### src/rtl/cpt_bin_mod.sv
// rtl/cpt_bin_mod.sv - parametrised synchronous modulo counter with load, direction and wrap/saturate ends
module cpt_bin_mod #(
    parameter int unsigned     WIDTH    = 8,
    parameter longint unsigned MODULO   = 256,
    parameter bit              SATURATE = 1'b0
) (
    input  logic             clk,
    input  logic             reset,
    input  logic             activate,
    input  logic             up_down,
    input  logic             load,
    input  logic [WIDTH-1:0] load_val,
    output logic [WIDTH-1:0] out,
    output logic             tc,
    output logic             wrap
);

    // Top of range held in WIDTH bits, so a full-range counter compares against all-ones.
    localparam logic [WIDTH-1:0] MAX_VAL = WIDTH'(MODULO - 64'd1);

    logic [WIDTH-1:0] out_q, out_d;
    logic             wrap_q, wrap_d;
    logic             at_top, at_bot;

    assign at_top = (out_q == MAX_VAL);
    assign at_bot = (out_q == '0);

    always_comb begin
        out_d  = out_q;
        wrap_d = 1'b0;
        if (load) begin
            out_d = (load_val > MAX_VAL) ? MAX_VAL : load_val;
        end else if (activate) begin
            if (up_down) begin
                if (!at_top) begin
                    out_d = out_q + WIDTH'(1);
                end else if (!SATURATE) begin
                    out_d  = '0;
                    wrap_d = 1'b1;
                end
            end else begin
                if (!at_bot) begin
                    out_d = out_q - WIDTH'(1);
                end else if (!SATURATE) begin
                    out_d  = MAX_VAL;
                    wrap_d = 1'b1;
                end
            end
        end
    end

    always_ff @(posedge clk) begin
        if (!reset) begin
            out_q  <= '0;
            wrap_q <= 1'b0;
        end else begin
            out_q  <= out_d;
            wrap_q <= wrap_d;
        end
    end

    assign out  = out_q;
    assign wrap = wrap_q;
    assign tc   = up_down ? at_top : at_bot;

endmodule

### config.mk
export PLATFORM = sky130hd
export DESIGN_NAME = cpt_bin_mod
export DESIGN_NICKNAME = d
export VERILOG_FILES = /design/src/rtl/cpt_bin_mod.sv
export SDC_FILE = /design/constraint.sdc
export NUM_CORES = 1
export LEC_CHECK = 0
export BUFFER_PORTS_ARGS = -buffer_cell sky130_fd_sc_hd__buf_2
export CORE_MARGIN = 2
export CORE_UTILIZATION = 35
export CTS_CLUSTER_DIAMETER = 60
export DETAILED_ROUTE_END_ITERATION = 7
export PLACE_DENSITY = 0.65
export SYNTH_ARGS = -nofsm -noshare
export SYNTH_HDL_FRONTEND = slang
export SYNTH_SLANG_ARGS = --single-unit
### constraint.sdc
create_clock -name clk -period 2.4 [get_ports clk]
set_clock_uncertainty 0.15 [all_clocks]
set_input_delay 0.36 -clock clk [delete_from_list [all_inputs] [get_ports clk]]
set_output_delay 0.36 -clock clk [all_outputs]
set_load 0.05 [all_outputs]
---- Word-level counts from Yosys, hierarchy flattened ----
Cells that the tools add are included.
storage, ports and cells
  logic and storage cells ................. 21
  bits of input ports ..................... 13
  bits in registers ....................... 9
  output and inout bits ................... 10
cells by class
  magnitude comparators ................... 1
  eq/ne operators ......................... 1
  $add $sub $neg .......................... 2
  mux-type cells .......................... 10
  reduce and logical (&&, ||, !) cells .... 3
  bitwise logic cells ..................... 2
operators by type and width
  cell                 number
  $mux 8               6
  $add 8x1->8 const B  1
  $eq 8x8->1 const B   1
  $gt 8x8->1 const B   1
  $logic_not 8->1      1
  $sub 8x1->8 const B  1
  $mux 1               4
  $reduce_or 3->1      1
  $not 1->1            2
  $reduce_bool 2->1    1

---- Depth between registers and ports, before layout ----
  depth after elaboration ................. 5
  mapped depth ............................ 6
  gate-level depth less buffers ........... 6

---- Worst setup path after synthesis ----
No wires, ideal clock.
  path kind ............................... register to output
  start point ............................. register out_q[4] (netlist: out[4])
  end point ............................... output tc
  arrival time ............................ 1.816 ns
  setup slack ............................. 0.074 ns
  stages on the path, launching flop included .. 5
  buffers on the path ..................... 1
  data required time ...................... 1.890 ns
  cells stage by stage .................... dfxtp_1 buf_6 or4_4 nor4_1 or2_2
between the ends
  longest elaborated chain between the ends .. 2
  elaborated cells between the ends (all ways) .. 3
  classes of those cells .................. eq/ne: 1; mux: 1; reduce/logical: 1
RTL lines
  item                                                  RTL line  text
  start: declaration                                    21        logic [WIDTH-1:0] out_q, out_d;
  start signal: assignment                              57        out_q <= out_d;
  $eq 8x8->1 / $logic_not 8->1 (equally long branches)  25, 26
  $mux 1 (*)                                            64        assign tc = up_down ? at_top : at_bot;
  end: declaration                                      14        output logic tc,
Mark *: on every way between the ends. The rest lies on a longest branch, timed or not.

---- Final worst setup path ----
  start point ............................. register out_q[1] (netlist: out[1])
  end point ............................... output tc
Same word-level chain as after synthesis.

==> metrics.md <==
| Metric | Value |
|---|---|
| Worst-path fanout max | 6 |
| Number of buffers inserted for hold repair after clock tree synthesis | 0 |
| Proportion of synthesized chip area in sequential cells | 20.84% |
| Setup Fix Bufs, Post-CTS | 0 |
| Most common cell after layout, fill and taps aside | buf_2 |
| Total Die Area | 2884 um2 |
| Die boundary width | 53.70 um |
| Synthesized Nets | 128 |
| Register-to-Register Path Depth | 5 |
| Weighted congestion at the end of routability-driven global placement | 0.9064 |
| Io pins | 23 |
| Crit path required time | 1.89 ns |
| All-Layer GR Usage | 19.34% |
| Power Dens Cells | 516.1 nW/um2 |
| Highest cell delay on the worst timing path | 0.36 ns |
| Peak supply drop | 284.6 uV |
| Post-DR wirelength/cell | 14.86 um |
| First-pass DRT Iterations | 4 |
| Met1 WL | 1091 um |
| Share of post-route cells with drive strength above 1 | 31.11% |
| Layout net count | 152 |
| H-tree Lvls | 1 |
| Total negative setup slack | 0 ns |
| Site row count | 18 |
| Kind of capture point of the worst setup path | primary output |
| Via/cell ratio | 5.855 |
| Outcome | complete, no violations |
| Reg-to-reg critical path endpoint | out[7] |
| Post-synthesis sequential element count | 9 |
| Worst min-delay path endpoint | out[2] |
| Period utilisation layout | 95.99% |
| Number of enable-type register cells in the synthesized netlist | 0 |
| Design Area, Final | 1040 um2 |
| Total half-perimeter wirelength after legalization and detailed placement | 1837 um |
| Launch point of the worst reg-to-reg path | out[3] |
| Number of diodes added for antenna fixing | 0 |
| Series of cell instances along the critical path | inv_1 > ha_2 > or2b_2 > nor4_4 > or2_2 > buf_4 |
| Starting density of the core | 35.88% |
| Top library cells by usage in the layout, fill and taps aside | buf_2 (21), o21ai_0 (10), nor2_1 (8), dfxtp_1 (8) |
| WHS Path Cells | 2 |
| DRC viols | 0 |
| Element type at the critical path start | register |
| Iteration-0 DRC count of the detailed router | 25 |
| Source of the worst hold timing path | load_val[2] |
| Cell with the biggest individual delay on the critical path | dfxtp_1 |
| Highest clock frequency the design can meet | 434.1 MHz |
| Master cell of the clock root buffer | clkbuf_4 |
| Core Footprint | 2410 um2 |
| Buffer levels on the longest clock path | 2 |
| Wire length of the first global-routing pass | 4029 um |
| Largest net degree at the start of global routing | 15 |
| Synthesized area | 864.6 um2 |
| Post-Syn Instances | 112 |
| Final Hold Fails | 0 |
| Arrival @ worst endpoint | 1.79 ns |
| Critical Path Start | out[1] |
| Placed cell areas | 985.9 um2 |
| Number of CTS-inserted buffers | 3 |
| Overall die height | 53.70 um |
| Detail Route met2 WL | 1179 um |
| Clock tree from TritonCTS | done |
| Clock sink total | 9 |
| Growth of design area from synthesis to finish | 20.26% |
| Leakage power | 0.4301 nW |
| Via count of the first global-routing pass | 840 |
| Uppermost signal routing layer after detailed routing | met4 |
| Clk Latency, worst-skew pair | 0.28 ns |
| Number of nets with antenna violations after routing | 0 |
| Max-slew violation count | 0 |
| Total of warnings raised by yosys | 0 |
| Max transition margin | 67.46% |
| Met3 wirelength from detailed routing | 125 um |
| Final period demand of the worst path | 2.304 ns |
| Total of endpoints with negative setup slack in the final report | 0 |
| Via Count | 966 |
| Hold Path Class | input pin to register |
| Post-synth ARST share | 0% |
| Detailed Route WL | 2452 um |
| Worst setup slack for register-to-register paths | 0.34 ns |
| Count of distinct cell types in the synthesized netlist | 48 |
| Most frequently used flop master after synthesis | dfxtp_1 |
| Worst-margin pin slew | 0.4836 ns |
| Number of input and output port buffers inserted | 22 |
| Post-Syn Area per Cell | 7.719 um2 |
| Reported max-cap violation count | 0 |
| Setup CP Type | register to primary output |
| PostCTS Resize Cnt | 3 |
| Antenna violations before repair | 0 |
| Clock-pin slew reported for the worst setup and hold paths after clock tree synthesis | 0.08 ns |
| Global-route congestion overflow total | 0 |
[metrics by stage]
| stage | std cells | power, W | util, % | setup WS [ns] | hold WS [ns] |
|---|---|---|---|---|---|
| floorplan | 112 | 0.0003464 | - | 0.07375 | 0.3793 |
| global placement | 161 | 0.0003916 | 40.91 | 0.2752 | 0.4696 |
| detailed placement | 161 | 0.0003959 | 40.91 | 0.2257 | 0.4788 |
| CTS | 165 | 0.0005298 | 42.63 | 0.06306 | 0.1991 |
| global route | 165 | 0.0005620 | 43.15 | -0.0002749 | 0.2096 |
| finish | 165 | 0.0005366 | 43.15 | 0.09629 | 0.1897 |
[per-layer routing]
metal,vias up,GRT usage [%]
li1,461,-
met1,466,25.75
met2,32,30.69
met3,7,2.500
met4,0,8.974
met5,-,0
[flip-flops by register name, summed over array words and instances, names as in the netlist]
| signal | cells |
|---|---|
| out | 8 |
| wrap | 1 |
[critical path: cells and delay by family (launching register included)]
kind	cells	cell delay [ns]
flip-flops	1	0.36
buffers and inverters	2	0.29
AND/OR/NAND/NOR	3	0.65
adder cells (fa/ha/maj)	1	0.21
[synthesized netlist by cell type (2+ instances only)]
library cell	number	area share, %
a21oi_1	6	3.5
a311oi_1	2	2.0
a31oi_1	3	2.2
and3_1	2	1.4
buf_2	2	1.2
clkbuf_1	2	0.87
clkbuf_8	2	3.2
dfxtp_1	9	21
ha_1	3	4.3
inv_1	7	3.0
nand2_1	7	3.0
nand2b_1	4	2.9
nand3_1	2	1.2
nand4_1	2	1.4
nor2_1	8	3.5
nor3_1	2	1.2
nor3b_1	2	1.7
nor4_1	3	2.2
o21a_1	2	1.7
o21ai_0	10	5.8
o31ai_1	2	1.7
or2_2	2	1.4
or3_1	2	1.4
xnor2_1	2	2.0
[worst max-delay path by stage]
stage | depth (start not counted) | endpoint
5_1_grt | 6 | tc
4_1_cts | 6 | tc
3_3_place_gp | 5 | tc
3_5_place_dp | 5 | tc
2_1_floorplan | 4 | tc
6_report | 6 | tc
[where the power goes]
group	switching (W)	internal, W	leakage, nW	total (W)
combinational	0.000141	0.0000856	0.340	0.000227
clock	0.0000694	0.0000646	0.0150	0.000134
sequential	0.0000141	0.000162	0.0748	0.000176
[cell type report]
cell class,count,area [um2]
fill,256,1370
multi-input combinational,87,610.6
inverter,7,26.28
sequential,9,181.4
tap,30,37.54
clock buffer,4,26.28
timing repair buffer,28,157.7
[kinds of logic after synthesis]
kind of cell	Yosys count	share of synthesized area, %
AO/OA/AOI/OAI	35	27.50
XOR/XNOR	2	2.026
adder cells (fa/ha/maj)	3	4.342
buffers and inverters	16	11.29
flip-flops	9	20.84
multiplexers	2	3.763
AND/OR/NAND/NOR	45	30.25
Power figures use the tool's default switching activity.
